--- config.mk ---
export PLATFORM = sky130hd
export DESIGN_NAME = vpu_layer_composer
export DESIGN_NICKNAME = d
export VERILOG_FILES = /design/src/rtl/vpu_layer_composer.sv
export SDC_FILE = /design/constraint.sdc
export NUM_CORES = 1
export LEC_CHECK = 0
export CORE_AREA = 10 10 110 112
export CTS_CLUSTER_SIZE = 8
export DETAILED_ROUTE_END_ITERATION = 12
export DIE_AREA = 0 0 120 122
export PLACE_DENSITY_LB_ADDON = 0.15
export SLEW_MARGIN = 30
export SYNTH_ARGS = -nofsm -noshare
export SYNTH_HDL_FRONTEND = slang
export SYNTH_SLANG_ARGS = --single-unit
--- constraint.sdc ---
create_clock -name clk_clk -period 2.31 [get_ports clk_clk]
set_input_delay 0.462 -clock clk_clk [delete_from_list [all_inputs] [get_ports clk_clk]]
set_output_delay 0.462 -clock clk_clk [all_outputs]
set_load 0.02 [all_outputs]
--- src/rtl/vpu_layer_composer.sv ---
// Layer composer: merges NUM_LAYERS pixel streams by priority/colour key into a raster frame for the video FIFO.
// Optional build macro VPU_COMPOSER_TEST_PATTERN_EN adds a colour-bar test pattern source.
module vpu_layer_composer #(
   parameter int COLOR_W    = 24,
   parameter int NUM_LAYERS = 4,
   parameter int H_ACTIVE   = 640,
   parameter int V_ACTIVE   = 480,
   parameter int X_W        = 10,
   parameter int Y_W        = 9
) (
   input  logic                          clk_clk,
   input  logic                          reset_reset_n,
   input  logic                          enable,
   input  logic [NUM_LAYERS*COLOR_W-1:0] layer_pixel,
   input  logic [NUM_LAYERS-1:0]         layer_valid,
   output logic [NUM_LAYERS-1:0]         layer_ready,
   input  logic [COLOR_W-1:0]            transparent_key,
   input  logic [COLOR_W-1:0]            bg_color,
   output logic [COLOR_W-1:0]            pixel_out,
   output logic                          wrreq,
   input  logic                          wrfull,
   output logic                          new_frame,
   output logic                          frame_done,
   output logic [X_W-1:0]                x_pos,
   output logic [Y_W-1:0]                y_pos
`ifdef VPU_COMPOSER_TEST_PATTERN_EN
   ,
   input  logic                          test_pattern
`endif
);

   localparam logic [X_W-1:0] X_LAST = X_W'(H_ACTIVE - 1);
   localparam logic [Y_W-1:0] Y_LAST = Y_W'(V_ACTIVE - 1);

   typedef enum logic [1:0] {IDLE, GATHER, EMIT} state_t;

   state_t             state;
   state_t             state_next;
   logic               tp_mode;
   logic               take_pixel;
   logic               load_pixel;
   logic               line_end;
   logic               frame_end;
   logic [COLOR_W-1:0] composed;

   assign line_end  = (x_pos == X_LAST);
   assign frame_end = line_end && (y_pos == Y_LAST);

`ifdef VPU_COMPOSER_TEST_PATTERN_EN
   localparam int CH_W = COLOR_W / 3;

   logic [2:0]         bar;
   logic [COLOR_W-1:0] bar_pixel;

   assign bar       = x_pos[X_W-1 -: 3];
   assign bar_pixel = {{CH_W{bar[2]}}, {CH_W{bar[1]}}, {CH_W{bar[0]}}};

   // Pattern mode only changes between frames so a frame is never half bars, half layers.
   always_ff @(posedge clk_clk) begin
      if (!reset_reset_n) begin
         tp_mode <= 1'b0;
      end else if (state == IDLE || (wrreq && frame_end)) begin
         tp_mode <= test_pattern;
      end
   end
`else
   assign tp_mode = 1'b0;
`endif

   // Layers are consumed all together or not at all, keeping the streams aligned.
   always_comb begin
      take_pixel  = (state == GATHER) && (&layer_valid) && !tp_mode;
      load_pixel  = (state == GATHER) && (tp_mode || (&layer_valid));
      layer_ready = {NUM_LAYERS{take_pixel}};
      wrreq       = (state == EMIT) && !wrfull;
      new_frame   = wrreq && (x_pos == '0) && (y_pos == '0);
   end

   // Walk from lowest priority upwards so the lowest opaque index wins.
   always_comb begin
      composed = bg_color;
      for (int i = NUM_LAYERS - 1; i >= 0; i--) begin
         if (layer_pixel[i*COLOR_W +: COLOR_W] != transparent_key) begin
            composed = layer_pixel[i*COLOR_W +: COLOR_W];
         end
      end
   end

   always_comb begin
      state_next = state;
      case (state)
         IDLE: begin
            if (enable) begin
               state_next = GATHER;
            end
         end
         GATHER: begin
            if (load_pixel) begin
               state_next = EMIT;
            end
         end
         EMIT: begin
            if (wrreq) begin
               if (frame_end) begin
                  state_next = enable ? GATHER : IDLE;
               end else begin
                  state_next = GATHER;
               end
            end
         end
         default: state_next = IDLE;
      endcase
   end

   always_ff @(posedge clk_clk) begin
      if (!reset_reset_n) begin
         state      <= IDLE;
         x_pos      <= '0;
         y_pos      <= '0;
         pixel_out  <= '0;
         frame_done <= 1'b0;
      end else begin
         state      <= state_next;
         frame_done <= wrreq && frame_end;
         if (load_pixel) begin
`ifdef VPU_COMPOSER_TEST_PATTERN_EN
            pixel_out <= tp_mode ? bar_pixel : composed;
`else
            pixel_out <= composed;
`endif
         end
         if (wrreq) begin
            if (line_end) begin
               x_pos <= '0;
               y_pos <= frame_end ? '0 : y_pos + Y_W'(1);
            end else begin
               x_pos <= x_pos + X_W'(1);
            end
         end
      end
   end

endmodule

# Word level (Yosys, flattened, before mapping)
# Cells that the tools add are included.
# classes
n_reduce_logical	13
eq_ne	11
add_sub_neg	2
mux	12
# ops
op	n
24-bit 2-to-1 mux	4
24-bit inequality test	4
10-bit by 1-bit adder with 10-bit output (second input constant)	1
10-bit == test (second input constant)	1
10-bit zero test	1
10-bit 2-to-1 mux	1
9-bit by 1-bit adder with 9-bit output (second input constant)	1
9-bit == test (second input constant)	1
9-bit zero test	1
9-bit 2-to-1 mux	1
1-bit logical AND	6
2-bit 2-to-1 mux	3
2-bit inequality test (second input constant)	3
2-bit one-hot mux with 3 select lines	1
4-bit AND reduction	1
3-bit AND reduction	1
2-bit by 1-bit == test with 1-bit output (second input constant)	1
2-bit == test (second input constant)	1
2-bit zero test	1
1-bit 2-to-1 mux	2
2-bit AND reduction	1
1-bit zero test	1
# word_totals
inputBits	152
word_cells	43
register_bits	46

# Longest topological paths before layout
# depth
ltp_word	5
mapped_depth	8

# Least setup slack after synthesis
# OpenSTA, ideal clock, no wires.
# synth_path
path_kind	input -> output
from	input port wrfull
to	output port new_frame
required_time_ps	1848
cell_stages	5
arrival_time_ps	1894
path_slack_ps	-46
path_cell_list	or3b_1 buf_6 nor3_1 nand3_1 nor4_1
# synth_between
elab_chain_cells	4
# synth_lines
element	line	text
start, declared	21	input logic wrfull,
1-bit zero test	75	wrreq = (state == EMIT) && !wrfull;
1-bit logical AND	75	
1-bit logical AND (2 in series)	76	new_frame = wrreq && (x_pos == '0) && (y_pos == '0);
end, declared	22	output logic new_frame,
# Every way passes these cells.

# Worst setup path after layout
# layout_path
from	input port layer_pixel[82]
to	register pixel_out[18]
# layout_between
elab_chain_cells	5
# layout_lines
element	line	text
start, declared	14	input logic [NUM_LAYERS*COLOR_W-1:0] layer_pixel,
24-bit inequality test	83	if (layer_pixel[i*COLOR_W +: COLOR_W] != transparent_key) begin
24-bit 2-to-1 mux (4 in series)	83	
end signal, assigned	129	pixel_out <= composed;
end, declared	19	output logic [COLOR_W-1:0] pixel_out,
# Every way passes these cells.
# A chain may end at the register's enable or synchronous reset.

==> results.md <==
* Post-Place Cells at 890
* Final setup violating endpoints at 23
* H-tree depth at 2
* Placed Area at 0.00682 sq mm
* # rows at 37
* Clock root cell: clkbuf_8
* Post-Synthesis Cells at 504
* Synth Area in Adders at 0.0122
* Syn avg cell area at 8.13 sq um
* Fin area at 0.00803 sq mm
* Clock-pin slew on the worst setup and hold paths at 0.10 ns
* Clock sinks at 46
* Die area at 0.0146 sq mm
* Static Leakage at 3.52 nW
* Max Root-Sink Buffers at 2
* Initial core utilization at 0.408
* Initial DRC Count at 531
* Post-Route Skew at 0.00671 ns
* Area growth syn-to-layout at 96.0%
* Total wire length at 22.6 mm
* Fin. Hold Viols at 0
* Largest net degree at the start of global routing at 38
* Max IR drop VDD at 0.216 mV
* Wire per inst at 24.5 um
* Total Routing Usage GR at 0.259
* Critical path class: in -> reg
* Final setup margin at -0.144 ns
* Vias at 5603
* NumNets Final at 940
* Detailed placement HPWL at 15.4 mm
* Hold WS at 0.477 ns
* Internal reg-to-reg setup slack at 0.36 ns
* Setup_tns at -0.946 ns
* Horiz. Die Dim at 120 um
* First-pass GRT wire length at 30.4 mm
* Yosys reg bits at 46
* Yosys synthesis warning count at 0
* Share of the synthesized area in the top cell type at 0.225
* CP Data Required Time at 2.50 ns
* Capturing point of the worst reg2reg path: y_pos[7]
* Syn_nets at 660
* Crit end category: register
* GRT overflow at 0
* Vias in the first global route at 5802
* Hold Startpoint: layer_pixel[33]
* Post-synth top cells: 58 x xor2_1, 53 x xnor2_1, 46 x dfxtp_1, 40 x a21boi_0, 30 x and3_1
* Rel. slew slack at 0.611
* Area of the mapped netlist at 0.00410 sq mm
* Final ANT Viol Nets at 0
* Worst Hold Class: in -> reg
* CTS tree: done
* WHS Path Cells at 3
* Top FF cell, synth: dfxtp_1
* Total power at 2.22 mW
* Synth Area in Compound Gates at 0.258
* Clk_lat worst skew at 0.31 ns
* Min cycle time layout at 2.45 ns
* Die Height at 122 um
* Input/output buffers at 201
* Startpoint Class: input port
* Status: finished with violations
* Unique masters post-synth at 46
* Ranking of synthesized cells by area: dfxtp_1 22%, xor2_1 12%, xnor2_1 11%
* WHS Endpoint: pixel_out[9]
* Fmax at 0.407 GHz
* Antenna violations before repair at 3
* Pre-CTS WS at -0.663 ns
* Period utilization at 1.06
* Crit-path max FO at 18
* Synth Area in Simple Gates at 0.217
* Most frequent cell after synthesis: xor2_1
* CTS buffer count at 5
* Area leader, netlist: dfxtp_1
* Reg-to-Reg Start: state[1]
* First-pass iteration count of the detailed router at 5
* Worst reg2reg path depth at 7
* Fin cells at 924
* Post-Synth XOR/XNOR Area at 0.237
* Slew @ Worst Pin at 0.582 ns
* Multiplexer area fraction after synthesis at 0.00244
* Num ports at 202
* Worst Path Arrival at 2.65 ns
* Async SR Flop Fraction at 0
* Final core utilization at 0.799
* Largest family of logic cells by synthesized area: compound AO/OA/AOI/OAI gates
* Failing checks: negative setup slack
* RSZ-0062 raised after global routing: yes
* Gpl congestion at 0.999
* Vias per std cell at 6.06
* Maxcap violations at 0
* Pwr/cell area at 276 mW/mm^2
* Core Area at 0.0100 sq mm
* Share of cells above drive strength 1 at 0.283
* Sequential share of the synthesized area at 0.225
* Number of synthesized flops with an enable pin at 0
* Drc violations at 0
* Slew Limit Fails at 0
## logic make-up (layout without fill, tap and decap cells)
group | Yosys count | count (layout)
muxes | 1 | 1
and+or+nand+nor | 155 | 155
xor gates and xnor gates | 111 | 111
DFF | 46 | 46
other | 0 | 3
buffers and inverters | 43 | 324
adders and majority gates | 4 | 4
AOI/OAI and AO/OA | 144 | 144
## cell usage in the layout, fill, tap and decap left out, drive strengths merged, types with 16 or more instances in the layout
cell,count
buf,108
clkdlybuf4s50,106
xor2,58
xnor2,53
dlymetal6s2s,50
dfxtp,46
a21boi,40
o311ai,32
and3,30
o21bai,24
dlygate4sd2,22
clkbuf,22
nand4,20
nor3,20
nor4,20
nor2,19
nand2,18
o21ai,17
a211oi,16
## repair_timing
| action | 4_1_cts | 5_1_grt |
|---|---|---|
| setup buffers | 6 | 12 |
| pin swaps | 34 | 50 |
| hold buffers | 0 | 0 |
| setup endpoints to repair | 30 | 29 |
| gates resized for setup | 141 | 149 |
| cloned | 8 | 3 |
## layout make-up
class                      instances  area (sq um)
clock inverter                     3          45.0
tap                              136           170
sequential                        46           921
timing repair buffer             309          3090
antenna                            3          7.51
inverter                           7          26.3
clock buffer                       5          68.8
multi-input combinational        415          3700
fill                             635          2020
## state kept, by name, indices dropped and copies added, names as in the netlist
register / cells
x_pos: 10
state: 2
frame_done: 1
pixel_out: 24
y_pos: 9
## critical path, stage by stage
cell	delay, ns
clkdlybuf4s50_1	0.51
xnor2_1	0.13
nand4_1	0.30
nor2_4	0.26
buf_4	0.16
clkbuf_16	0.17
a21boi_0	0.17
o311ai_4	0.36
a211oi_1	0.11
## report_power, final
part           switching, mW  leakage, nW  internal [mW]
sequential           0.00526        0.371          0.802
clock                  0.306       0.0504          0.322
combinational          0.368         3.10          0.412
total                  0.680         3.52           1.54
## routing by layer
metal,share of wire,vias up,global-route usage
li1,-,2435,-
met1,0.33,2632,0.273
met2,0.51,430,0.465
met3,0.10,106,0.0675
met4,0.058,0,0.143
met5,0,-,0
## worst max path at each step
stage / from / cells past startpoint / to / slack [ns]
5_1_grt: layer_pixel[87] / 9 / pixel_out[18] / -0.19
3_5_place_dp: wrfull / 6 / new_frame / -0.66
2_1_floorplan: wrfull / 5 / new_frame / 0.16
3_3_place_gp: transparent_key[1] / 9 / pixel_out[19] / -0.62
4_1_cts: layer_pixel[61] / 8 / pixel_out[17] / -0.07
6_report: layer_pixel[82] / 9 / pixel_out[18] / -0.14
Note: power is estimated with default switching activity, not from simulation.
